### src/rtl/cpu_pkg.sv
// Shared definitions for the interrupt controller: register map, FSM encoding,
// channel mode encoding and a Wishbone byte-lane helper.
package cpu_pkg;

   localparam logic [1:0] REG_PENDING = 2'd0;
   localparam logic [1:0] REG_ENABLE  = 2'd1;
   localparam logic [1:0] REG_MODE    = 2'd2;
   localparam logic [1:0] REG_STATUS  = 2'd3;

   localparam logic MODE_LEVEL = 1'b0;
   localparam logic MODE_EDGE  = 1'b1;

   typedef enum logic [1:0] {
      IDLE   = 2'd0,
      ASSERT = 2'd1,
      ACTIVE = 2'd2
   } state_e;

   function automatic logic [31:0] byte_mask(input logic [3:0] sel);
      return {{8{sel[3]}}, {8{sel[2]}}, {8{sel[1]}}, {8{sel[0]}}};
   endfunction

endpackage

### src/rtl/irq_sync_edge.sv
// One request channel: two-flop synchroniser followed by a previous-value flop,
// giving the synchronised level and a one-cycle rising-edge pulse.
module irq_sync_edge (
   input  logic clk,
   input  logic rst_n_i,
   input  logic irq_i,
   output logic level_o,
   output logic rise_o
);

   logic s1_q;
   logic s2_q;
   logic prev_q;

   always_ff @(posedge clk) begin
      if (!rst_n_i) begin
         s1_q   <= 1'b0;
         s2_q   <= 1'b0;
         prev_q <= 1'b0;
      end else begin
         s1_q   <= irq_i;
         s2_q   <= s1_q;
         prev_q <= s2_q;
      end
   end

   assign level_o = s2_q;
   assign rise_o  = s2_q & ~prev_q;

endmodule

### src/rtl/irq_ctrl.sv
// Parametrised interrupt controller: per-channel enable and edge/level mode,
// highest-index-wins arbitration, single CPU request with vector, Wishbone slave.
module irq_ctrl
   import cpu_pkg::*;
#(
   parameter int          NUM_IRQ    = 8,
   parameter logic [31:0] VEC_BASE   = 32'h0000_0004,
   parameter int          VEC_STRIDE = 4
) (
   input  logic               clk,
   input  logic               rst_n_i,
   input  logic [NUM_IRQ-1:0] irq_i,
   output logic               irq_o,
   output logic [31:0]        vec_o,
   input  logic               irq_ack_i,
   input  logic               eoi_i,
   input  logic               stb_i,
   input  logic               we_i,
   input  logic [3:0]         adr_i,
   input  logic [31:0]        dat_i,
   input  logic [3:0]         sel_i,
   output logic [31:0]        dat_o,
   output logic               ack_o
);

   logic [NUM_IRQ-1:0] lvl;
   logic [NUM_IRQ-1:0] rise;
   logic [NUM_IRQ-1:0] pend_q, pend_d;
   logic [NUM_IRQ-1:0] en_q, en_d;
   logic [NUM_IRQ-1:0] mode_q, mode_d;
   logic [NUM_IRQ-1:0] req;
   logic [NUM_IRQ-1:0] w1c;
   logic [NUM_IRQ-1:0] ack_clr;
   logic [NUM_IRQ-1:0] idx_onehot;
   logic [NUM_IRQ-1:0] w_sel;
   logic [NUM_IRQ-1:0] w_dat;
   logic               latched_req;

   state_e      state_q, state_d;
   logic [4:0]  idx_q, idx_d;
   logic [4:0]  sel_idx;
   logic        irq_q, irq_d;
   logic [31:0] vec_q, vec_d;
   logic        ack_q;
   logic [31:0] dat_q, dat_d;
   logic [31:0] wmask;
   logic [31:0] rd_data;
   logic        bus_go;
   logic        wr_go;
   logic        unused_sink;

   for (genvar g = 0; g < NUM_IRQ; g++) begin : g_chan
      irq_sync_edge u_sync (
         .clk     (clk),
         .rst_n_i (rst_n_i),
         .irq_i   (irq_i[g]),
         .level_o (lvl[g]),
         .rise_o  (rise[g])
      );
   end

   // A transfer is accepted on the edge that raises ack; writes commit on that same edge.
   assign bus_go = stb_i & ~ack_q;
   assign wr_go  = bus_go & we_i;
   assign wmask  = byte_mask(sel_i);
   assign w_sel  = wmask[NUM_IRQ-1:0];
   assign w_dat  = dat_i[NUM_IRQ-1:0];
   assign unused_sink = ^{adr_i[1:0], wmask, dat_i};

   always_comb begin
      en_d   = en_q;
      mode_d = mode_q;
      w1c    = '0;
      if (wr_go) begin
         case (adr_i[3:2])
            REG_PENDING: w1c    = w_dat & w_sel;
            REG_ENABLE:  en_d   = (en_q & ~w_sel) | (w_dat & w_sel);
            REG_MODE:    mode_d = (mode_q & ~w_sel) | (w_dat & w_sel);
            default:     ;
         endcase
      end
   end

   // Edge channels: a new rising edge beats both W1C and the acknowledge clear.
   always_comb begin
      pend_d = '0;
      for (int i = 0; i < NUM_IRQ; i++) begin
         if (mode_q[i] == MODE_EDGE) begin
            pend_d[i] = (pend_q[i] & ~w1c[i] & ~ack_clr[i]) | rise[i];
         end else begin
            pend_d[i] = lvl[i];
         end
      end
   end

   assign req = pend_q & en_q;

   always_comb begin
      sel_idx    = '0;
      idx_onehot = '0;
      for (int i = 0; i < NUM_IRQ; i++) begin
         if (req[i]) begin
            sel_idx = 5'(i);
         end
         idx_onehot[i] = (idx_q == 5'(i));
      end
   end

   assign latched_req = |(req & idx_onehot);

   always_comb begin
      rd_data = '0;
      case (adr_i[3:2])
         REG_PENDING: rd_data[NUM_IRQ-1:0] = pend_q;
         REG_ENABLE:  rd_data[NUM_IRQ-1:0] = en_q;
         REG_MODE:    rd_data[NUM_IRQ-1:0] = mode_q;
         default: begin
            if (state_q == ACTIVE) begin
               rd_data[31]  = 1'b1;
               rd_data[4:0] = idx_q;
            end
         end
      endcase
      dat_d = (bus_go && !we_i) ? rd_data : '0;
   end

   always_comb begin
      state_d = state_q;
      idx_d   = idx_q;
      vec_d   = vec_q;
      irq_d   = irq_q;
      ack_clr = '0;
      case (state_q)
         IDLE: begin
            irq_d = 1'b0;
            if (|req) begin
               idx_d   = sel_idx;
               vec_d   = VEC_BASE + 32'(sel_idx) * 32'(VEC_STRIDE);
               irq_d   = 1'b1;
               state_d = ASSERT;
            end
         end
         ASSERT: begin
            // The vector stays locked to the latched channel; a withdrawn request re-arbitrates.
            if (irq_ack_i) begin
               ack_clr = idx_onehot & mode_q;
               irq_d   = 1'b0;
               state_d = ACTIVE;
            end else if (!latched_req) begin
               irq_d   = 1'b0;
               state_d = IDLE;
            end
         end
         ACTIVE: begin
            irq_d = 1'b0;
            if (eoi_i) begin
               state_d = IDLE;
            end
         end
         default: begin
            irq_d   = 1'b0;
            state_d = IDLE;
         end
      endcase
   end

   always_ff @(posedge clk) begin
      if (!rst_n_i) begin
         pend_q  <= '0;
         en_q    <= '0;
         mode_q  <= '0;
         state_q <= IDLE;
         idx_q   <= '0;
         irq_q   <= 1'b0;
         vec_q   <= VEC_BASE;
         ack_q   <= 1'b0;
         dat_q   <= '0;
      end else begin
         pend_q  <= pend_d;
         en_q    <= en_d;
         mode_q  <= mode_d;
         state_q <= state_d;
         idx_q   <= idx_d;
         irq_q   <= irq_d;
         vec_q   <= vec_d;
         ack_q   <= bus_go;
         dat_q   <= dat_d;
      end
   end

   assign irq_o = irq_q;
   assign vec_o = vec_q;
   assign ack_o = ack_q;
   assign dat_o = dat_q;

endmodule

### config.mk
export PLATFORM = sky130hd
export DESIGN_NAME = irq_ctrl
export DESIGN_NICKNAME = d
export VERILOG_FILES = /design/src/rtl/cpu_pkg.sv /design/src/rtl/irq_sync_edge.sv /design/src/rtl/irq_ctrl.sv
export SDC_FILE = /design/constraint.sdc
export NUM_CORES = 1
export LEC_CHECK = 0
export ABC_AREA = 1
export CORE_ASPECT_RATIO = 1.1
export CORE_MARGIN = 5
export CORE_UTILIZATION = 60
export CTS_BUF_LIST = sky130_fd_sc_hd__clkbuf_8 sky130_fd_sc_hd__clkbuf_16
export DETAILED_ROUTE_END_ITERATION = 8
export DONT_BUFFER_PORTS = 1
export PLACE_DENSITY = 0.86
export SYNTH_ARGS = -nofsm -noshare
export SYNTH_HDL_FRONTEND = slang
export SYNTH_SLANG_ARGS = --single-unit
### constraint.sdc
create_clock -name clk -period 3.9 [get_ports clk]
set_input_delay 0.78 -clock clk [delete_from_list [all_inputs] [get_ports clk]]
set_output_delay 0.78 -clock clk [all_outputs]
set_load 0.01 [all_outputs]
# ---- After elaboration in Yosys (flattened, before gate mapping)
# Cells that the tools add are included.
dict set report word_totals {
  out_inout_bits 66
  register_bits 121
}
dict set report op_classes {
  n_bitwise 70
  reduce_logical 13
  eq_ne 14
  addsub 1
  mux 32
}
# op count
set ops {}
lappend ops {{bitwise AND 8 bit} 6}
lappend ops {{2-to-1 mux 5 bit} 7}
lappend ops {{2-to-1 mux 8 bit} 4}
lappend ops {{inverter 1 bit} 27}
lappend ops {{bitwise AND 1 bit} 26}
lappend ops {{== test 5 x 3 -> 1 bit (second input constant)} 4}
lappend ops {{OR 8 bit} 2}
lappend ops {{OR reduction 8 bit} 2}
lappend ops {{case mux 5 bit (3 select lines)} 1}
lappend ops {{2-to-1 mux 1 bit} 13}
lappend ops {{== test 5 x 2 -> 1 bit (second input constant)} 2}
lappend ops {{case mux 3 bit (3 select lines)} 1}
lappend ops {{adder 3 x 7 -> 8 bit (first input constant)} 1}
lappend ops {{2-to-1 mux 2 bit} 4}
lappend ops {{inverter 8 bit} 1}
lappend ops {{OR 1 bit} 8}
lappend ops {{AND reduction 2 bit} 4}
lappend ops {{case mux 2 bit (3 select lines)} 1}
lappend ops {{== test 5 x 1 -> 1 bit (second input constant)} 1}
lappend ops {{zero test 5 bit} 1}
lappend ops {{OR reduction 5 bit} 1}
lappend ops {{== test 2 x 1 -> 1 bit (second input constant)} 2}
lappend ops {{== test 2 bit (second input constant)} 2}
lappend ops {{zero test 2 bit} 2}
lappend ops {{6 further kinds} 7}

# ---- Depth between registers and ports, before layout
# Gate-level depths: netlist of the first run.
dict set report depth {
  depth_word 9
  mapped_depth 10
  mapped_depth_nobuf 10
}

# ---- By module
# From an unflattened synthesis of the first run, not the netlist that was laid out.
dict set report unflattened {
  hier_cells 437
  area_unflattened_um2 3231.8
}
# module cells_each seq_area_each_um2 n_inst area_per_inst_um2
set modules_own_cells {}
lappend modules_own_cells {irq_ctrl 349 880.8 1 2491.1}
lappend modules_own_cells {irq_sync_edge 11 60.1 8 92.6}

# ---- Worst setup path before layout of the first run
# No wires, ideal clock.
dict set report synth_timing {
  path_type {input to register}
  start {input we_i}
  end {register (tool-made name)}
  setup_time_ns 0.119
  n_path_buf 1
  path_slack_ns 2.371
  t_arrival_ns 1.409
  stages 6
  path_cell_list {nand4_2 -> inv_2 -> nand2_1 -> buf_2 -> o21ai_0 -> a21oi_1}
}
# item line
set synth_rtl {}
lappend synth_rtl {{start, declared} irq_ctrl.sv:18} ;# input logic we_i,

==> flow_summary.ini, run 1 <==
[timing]
whs_ps = 412
period_share = 0.392
rsz0062_at_grt = no
slew_headroom = 0.665
post-route-min-period_ps = 1530
timing.final.ws_setup_ps = 2370
tns_ps = 0
tightest_slew_ps = 501
report.final.slew_viol_count = 0
hold_viol = 0
max_freq_mhz = 655
clock-skew-final_ps = 9.72
finalSetupViolCount = 0

[global_route]
top_usage_layer = met2
antenna_found_initial = 0
grt_pass1_wl_microns = 9860
grt_max_degree = 56
groute.usage.overall = 0.188
grt_pass1_vias = 2228
use_met3 = 0.0696
met2_usage = 0.297
gr-total-overflow = 0
grt.met1_usage = 0.219

[worst_hold_path]
hold-path-endpoint = g_chan[0].u_sync.level_o
min_path_cells = 2
min-delay-start = g_chan[0].u_sync.s1_q
min_path_type = reg2reg

[placed_design]
hpwl_microns = 4460
port_buffers = 0
placed_area_sq_um = 2990
finalWeightedCongestion = 0.934
dp_worst_setup_slack_ps = 2060

[drt]
wl_per_cell_microns = 13.1
first_iter_violations = 213
drc_errors = 0
ant_nets = 0
vias_per_cell = 5.08
dr_total_vias = 2428
routed_wirelength_microns = 6260
first_pass_iters = 5

[critical_path]
cp_max_fo = 11
cp_top_family = simple AND/OR/NAND/NOR gates
cp-start-kind = primary input
critPathArrivalTime_ps = 1800
critPathCaptureType = register
cpPeakStageDelay_ps = 290
cp_cell_sequence = inv_2 -> nor2_4 -> nand2_1 -> inv_1 -> nor2_1 -> nor2_1
path_buf_inv = 2
critPathKind = in2reg
cp.required_ps = 4170
slowest_stage = nand2_1
r2r-end = irq_o
ff2ff_setup_slack_ps = 2420
path_common_cell = nor2_1
reg2reg_from = idx_q[2]
ff2ff_path_depth = 8

[layout]
nets = 470
antenna_cells = 0
drive_gt1_frac = 0.126
design_area_sq_um = 3200
fillers = 458
areaGrowthSynthToFinish_pct = 0.670

[synth]
syn_area_sq_um = 3180
syn_area_per_cell_sq_um = 7.67
post-synth-top-count-cell = nand2_1
yosys_warnings = 0
synth_common_cells = nand2_1 (87), dfxtp_1 (68), buf_4 (52), inv_1 (49), a21oi_1 (26)
synth_area_leaders = dfxtp_1 (43%), buf_4 (12%), nand2_1 (10%)
synth_edf_count = 0
synth_top_area_share = 0.429
synth_async_sr_flop_share = 0
yosysUniqueCellTypes = 34
synth_flop_cell = dfxtp_1
yosys.area.top_type = dfxtp_1
synth-seq-cells = 68
synthCells = 414
synth_seq_area_share = 0.429

[clock_network]
post_cts_buffers = 0
cts_root_buffer = clkbuf_8
cts-hold-fix-buffers = 0
clockBufferDepth = 2
cts.clk_slew.worst_paths_ps = 70
clock_sinks = 68
cts_tree = yes
cts_made_buffers = 9
cts_resized = 0
htree_levels = 3
clock_latency_ps = 340

[power_and_ir_drop]
peakVddDrop_v = 0.000196
leakage_nw = 1.65
p_per_area_nw_per_um2 = 429
total_power_mw = 1.37

[job]
cap_violations = 0

[floorplanning]
initial_utilization = 0.627
die_w_microns = 79.4
fp.dieH_microns = 86.3
dieArea_sq_um = 6850
std_cell_rows = 27
core_sq_um = 5070
io_pins = 120

[status]
status = finished, final reports clean
==> worst reg2reg max path, cell delays in order, from the launching register on <==
cell and delay (ps):
dfxtp_1 630, inv_2 180, nor2_2 160, nand2_1 60, nand2_1 60, nor2_1 40, nand2_1 100, nand3_2 80
a21oi_2 120
==> worst max path at each step <==
stage / start / endpoint / slack (ps) / depth (start not counted)
after floorplan: we_i / register / 2370 / 6
after global placement: adr_i[2] / register / 2090 / 6
after detailed placement: adr_i[2] / register / 2060 / 6
after CTS: irq_o / irq_o / 2350 / 0
after global routing: pend_q[1] / vec_o[3] / 2220 / 9
final: adr_i[2] / register / 2370 / 6
==> where the power goes <==
| group | internal (mW) | switching [mW] | leakage (nW) |
|---|---|---|---|
| registers | 0.712 | 0.00972 | 0.553 |
| logic | 0.0163 | 0.0535 | 0.990 |
| clock network | 0.325 | 0.254 | 0.107 |
| total | 1.05 | 0.317 | 1.65 |
==> final cells by class <==
type / count / area [sq um] / share of cell area
multi-input cells: 274 / 1320 / 0.414
well taps: 58 / 72.6 / 0.0227
clock inverters: 5 / 51.3 / 0.0160
inverters: 62 / 238 / 0.0744
clock buffers: 11 / 151 / 0.0474
flip-flops and latches: 68 / 1360 / 0.426
==> per-stage QoR <==
step / util / std cells
after global routing: 0.631 / 478
after CTS: 0.631 / 478
after floorplan: - / 464
after detailed placement: 0.591 / 462
after global placement: 0.591 / 462
final: 0.631 / 478
==> cell usage in the layout, fill, tap and decap left out, drive strengths merged <==
| cell | instances |
|---|---|
| nand2 | 98 |
| dfxtp | 68 |
| inv | 63 |
| conb | 51 |
| nor2 | 33 |
| a21oi | 28 |
| o21ai | 23 |
| nand3 | 13 |
| clkbuf | 11 |
| a31o | 8 |
| a31oi | 6 |
| o211ai | 4 |
| clkinv | 2 |
| nor4 | 1 |
| o221ai | 1 |
| o22ai | 1 |
| nand4 | 1 |
| xor2 | 1 |
| nand3b | 1 |
| nor3 | 1 |
| o21a | 1 |
| a221oi | 1 |
| ha | 1 |
| bufinv | 1 |
| clkinvlp | 1 |
==> cells by family (layout without fill, tap and decap cells) <==
group | Yosys count | after routing | synth area share
flops | 68 | 68 | 0.429
simple gates | 148 | 148 | 0.214
buf+inv | 122 | 78 | 0.214
compound gates | 73 | 73 | 0.136
other cells | 1 | 51 | 0.00118
xor+xnor | 1 | 1 | 0.00276
fa+ha+maj | 1 | 1 | 0.00394
==> routing by layer <==
| metal | vias up | part of all wire |
|---|---|---|
| met5 | - | 0 |
| met4 | 0 | 0.022 |
| met3 | 15 | 0.089 |
| met2 | 118 | 0.48 |
| met1 | 1093 | 0.40 |
| li1 | 1202 | - |
(Power assumes the default switching activity.)
==> run 2: changes to the inputs <==
--- a/config.mk
+++ b/config.mk
@@ -8,11 +8,11 @@
 export ABC_AREA = 1
 export CORE_ASPECT_RATIO = 1.1
 export CORE_MARGIN = 5
-export CORE_UTILIZATION = 60
+export CORE_UTILIZATION = 57
 export CTS_BUF_LIST = sky130_fd_sc_hd__clkbuf_8 sky130_fd_sc_hd__clkbuf_16
 export DETAILED_ROUTE_END_ITERATION = 8
 export DONT_BUFFER_PORTS = 1
-export PLACE_DENSITY = 0.86
+export PLACE_DENSITY = 0.85
 export SYNTH_ARGS = -nofsm -noshare
 export SYNTH_HDL_FRONTEND = slang
 export SYNTH_SLANG_ARGS = --single-unit
==> constraint.sdc (replaced) <==
create_clock -name clk -period 1.3 [get_ports clk]
set_input_delay 0.26 -clock clk [delete_from_list [all_inputs] [get_ports clk]]
set_output_delay 0.26 -clock clk [all_outputs]
set_load 0.01 [all_outputs]
==> flow_summary.ini, run 2 (synthesis gave the netlist of run 1 again) <==
[power_and_ir_drop]
combPwrFrac = 0.066
power_switching_mw = 0.974
p_per_area_nw_per_um2 = 1100
p_clk_frac = 0.381
leakage_nw = 1.83
switching_share = 0.249
p_int_mw = 2.94
pwr-share-seq = 0.553
peakVddDrop_v = 0.000664

[clock_network]
cts_made_buffers = 9
htree_levels = 3
clock_sinks = 68
cts.clk_slew.worst_paths_ps = 80
clock_latency_ps = 340
cts_root_buffer = clkbuf_8
cts_tree = yes
clockBufferDepth = 2

[global_route]
antenna_found_initial = 0
grt_pass1_vias = 2449
grt_max_degree = 54
gr-total-overflow = 0
grt_pass1_wl_microns = 10800
groute.usage.overall = 0.199

[layout]
fin_cells = 530
drive_gt1_frac = 0.240
register_area_sq_um = 1370
fillers = 458
nets = 505
multi_input_area_sq_um = 1400
antenna_cells = 0
final_cell_mix = nand2_1 (79), dfxtp_1 (58), conb_1 (51), inv_1 (49), buf_4 (28)
areaGrowthSynthToFinish_pct = 12.0
utilization = 0.659
final_common_cell = nand2_1
design_area_sq_um = 3560

[floorplanning]
dieArea_sq_um = 7170
io_pins = 120
core_sq_um = 5400
die_w_microns = 81.2
fp.dieH_microns = 88.3
std_cell_rows = 28
initial_utilization = 0.589

[critical_path]
critPathCaptureType = register
r2r-end = vec_o[4]
ff2ff_setup_slack_ps = -50
critPathKind = reg2reg
cp_max_fo = 2
cp.required_ps = 1570
reg2reg_from = pend_q[2]
critPathArrivalTime_ps = 1620
ff2ff_path_depth = 10
cp-start-kind = register

[drt]
drc_errors = 0
routed_wirelength_microns = 6850
ant_nets = 0
vias_per_cell = 4.87
wl_per_cell_microns = 12.9
first_iter_violations = 288
first_pass_iters = 4
dr_total_vias = 2582

[timing]
report.final.slew_viol_count = 0
timing.final.ws_setup_ps = -49.9
post-route-min-period_ps = 1350
clock-skew-final_ps = 9.97
hold_viol = 0
tns_ps = -73.7
max_freq_mhz = 741
finalSetupViolCount = 2
rsz0062_at_grt = yes
period_share = 1.04

[placed_design]
port_buffers = 0
placed_area_sq_um = 3180
finalWeightedCongestion = 0.891
hpwl_microns = 4830
dp_cells = 501
dp_worst_setup_slack_ps = -137

[worst_hold_path]
min_path_cells = 2
min_path_type = in2reg
hold-path-endpoint = g_chan[3].u_sync.level_o
min-delay-start = rst_n_i

[status]
status = complete, but fails checks
violations = setup timing

[job]
cap_violations = 0
[run 2: cell count changes in the layout (fill, tap and decap cells not counted), moves of 3 or more]
cell           delta
nand3_1           -3
buf_4            +28
dfxtp_2          +10
nand2_2           +7
nand2_1           -8
o21ai_1           +3
o21ai_0           -5
dlygate4sd3_1     +6
nand3_2           +3
dfxtp_1          -10
[run 2: how the worst max path moves through the flow]
stage / from / to / slack [ps] / cells past startpoint
final: pend_q[2] / vec_o[4] / -50 / 10
after floorplan: pend_q[1] / vec_o[3] / 10 / 9
after CTS: register / vec_o[4] / -10 / 10
after global placement: pend_q[2] / vec_o[3] / -80 / 10
after detailed placement: pend_q[2] / vec_o[3] / -140 / 10
after global routing: pend_q[2] / vec_o[4] / -130 / 10
[run 2: metal layers]
metal,routed length [microns],track usage,share of wire,up-vias
li1,-,-,-,1272
met1,2740,0.225,0.40,1184
met2,3290,0.319,0.48,103
met3,540,0.0499,0.079,23
met4,279,0.158,0.041,0
met5,0,0,0,-
[run 2: area by class of cell]
class / instances / share of cell area
Timing Repair Buffer: 35 / 0.0791
Clock inverter: 6 / 0.00915
Sequential cell: 68 / 0.386
Tap cell: 75 / 0.0264
Inverter: 62 / 0.0668
Clock buffer: 10 / 0.0387
Multi-Input combinational cell: 274 / 0.394
[run 2: metrics by stage]
step           power (mW)  hold slack, ps
6_report             3.92            14.8
5_1_grt              4.08            1.38
4_1_cts              3.93            3.38
3_5_place_dp         2.44             362
3_3_place_gp         2.43             360
2_1_floorplan        2.52             358
[run 2: critical path: stages (launching register included)]
cell     delay [ps]
dfxtp_2         350
nand2_2          70
inv_2            70
o21ai_2          60
nand2_1          60
nand2_1          60
nand2_2          80
nand2_2          70
ha_4            160
xor2_1          150
a21oi_1         150
[run 2: power groups by stage]
stage                     clock network (mW)  registers [mW]  logic, mW
after global routing                    1.62            2.17      0.293
after CTS                               1.52            2.16      0.248
after floorplan                            0            2.21      0.317
after global placement                     0            2.21      0.222
final                                   1.49            2.17      0.261
after detailed placement                   0            2.21      0.227
[run 2: what timing repair did]
action / 4_1_cts / 5_1_grt
pin swaps: 7 / 9
endpoints found under the hold margin: 5 / 0
buffers inserted: 5 / 2
gates resized for setup: 12 / 25
endpoints found under the setup margin: 4 / 19
hold buffers: 6 / 0
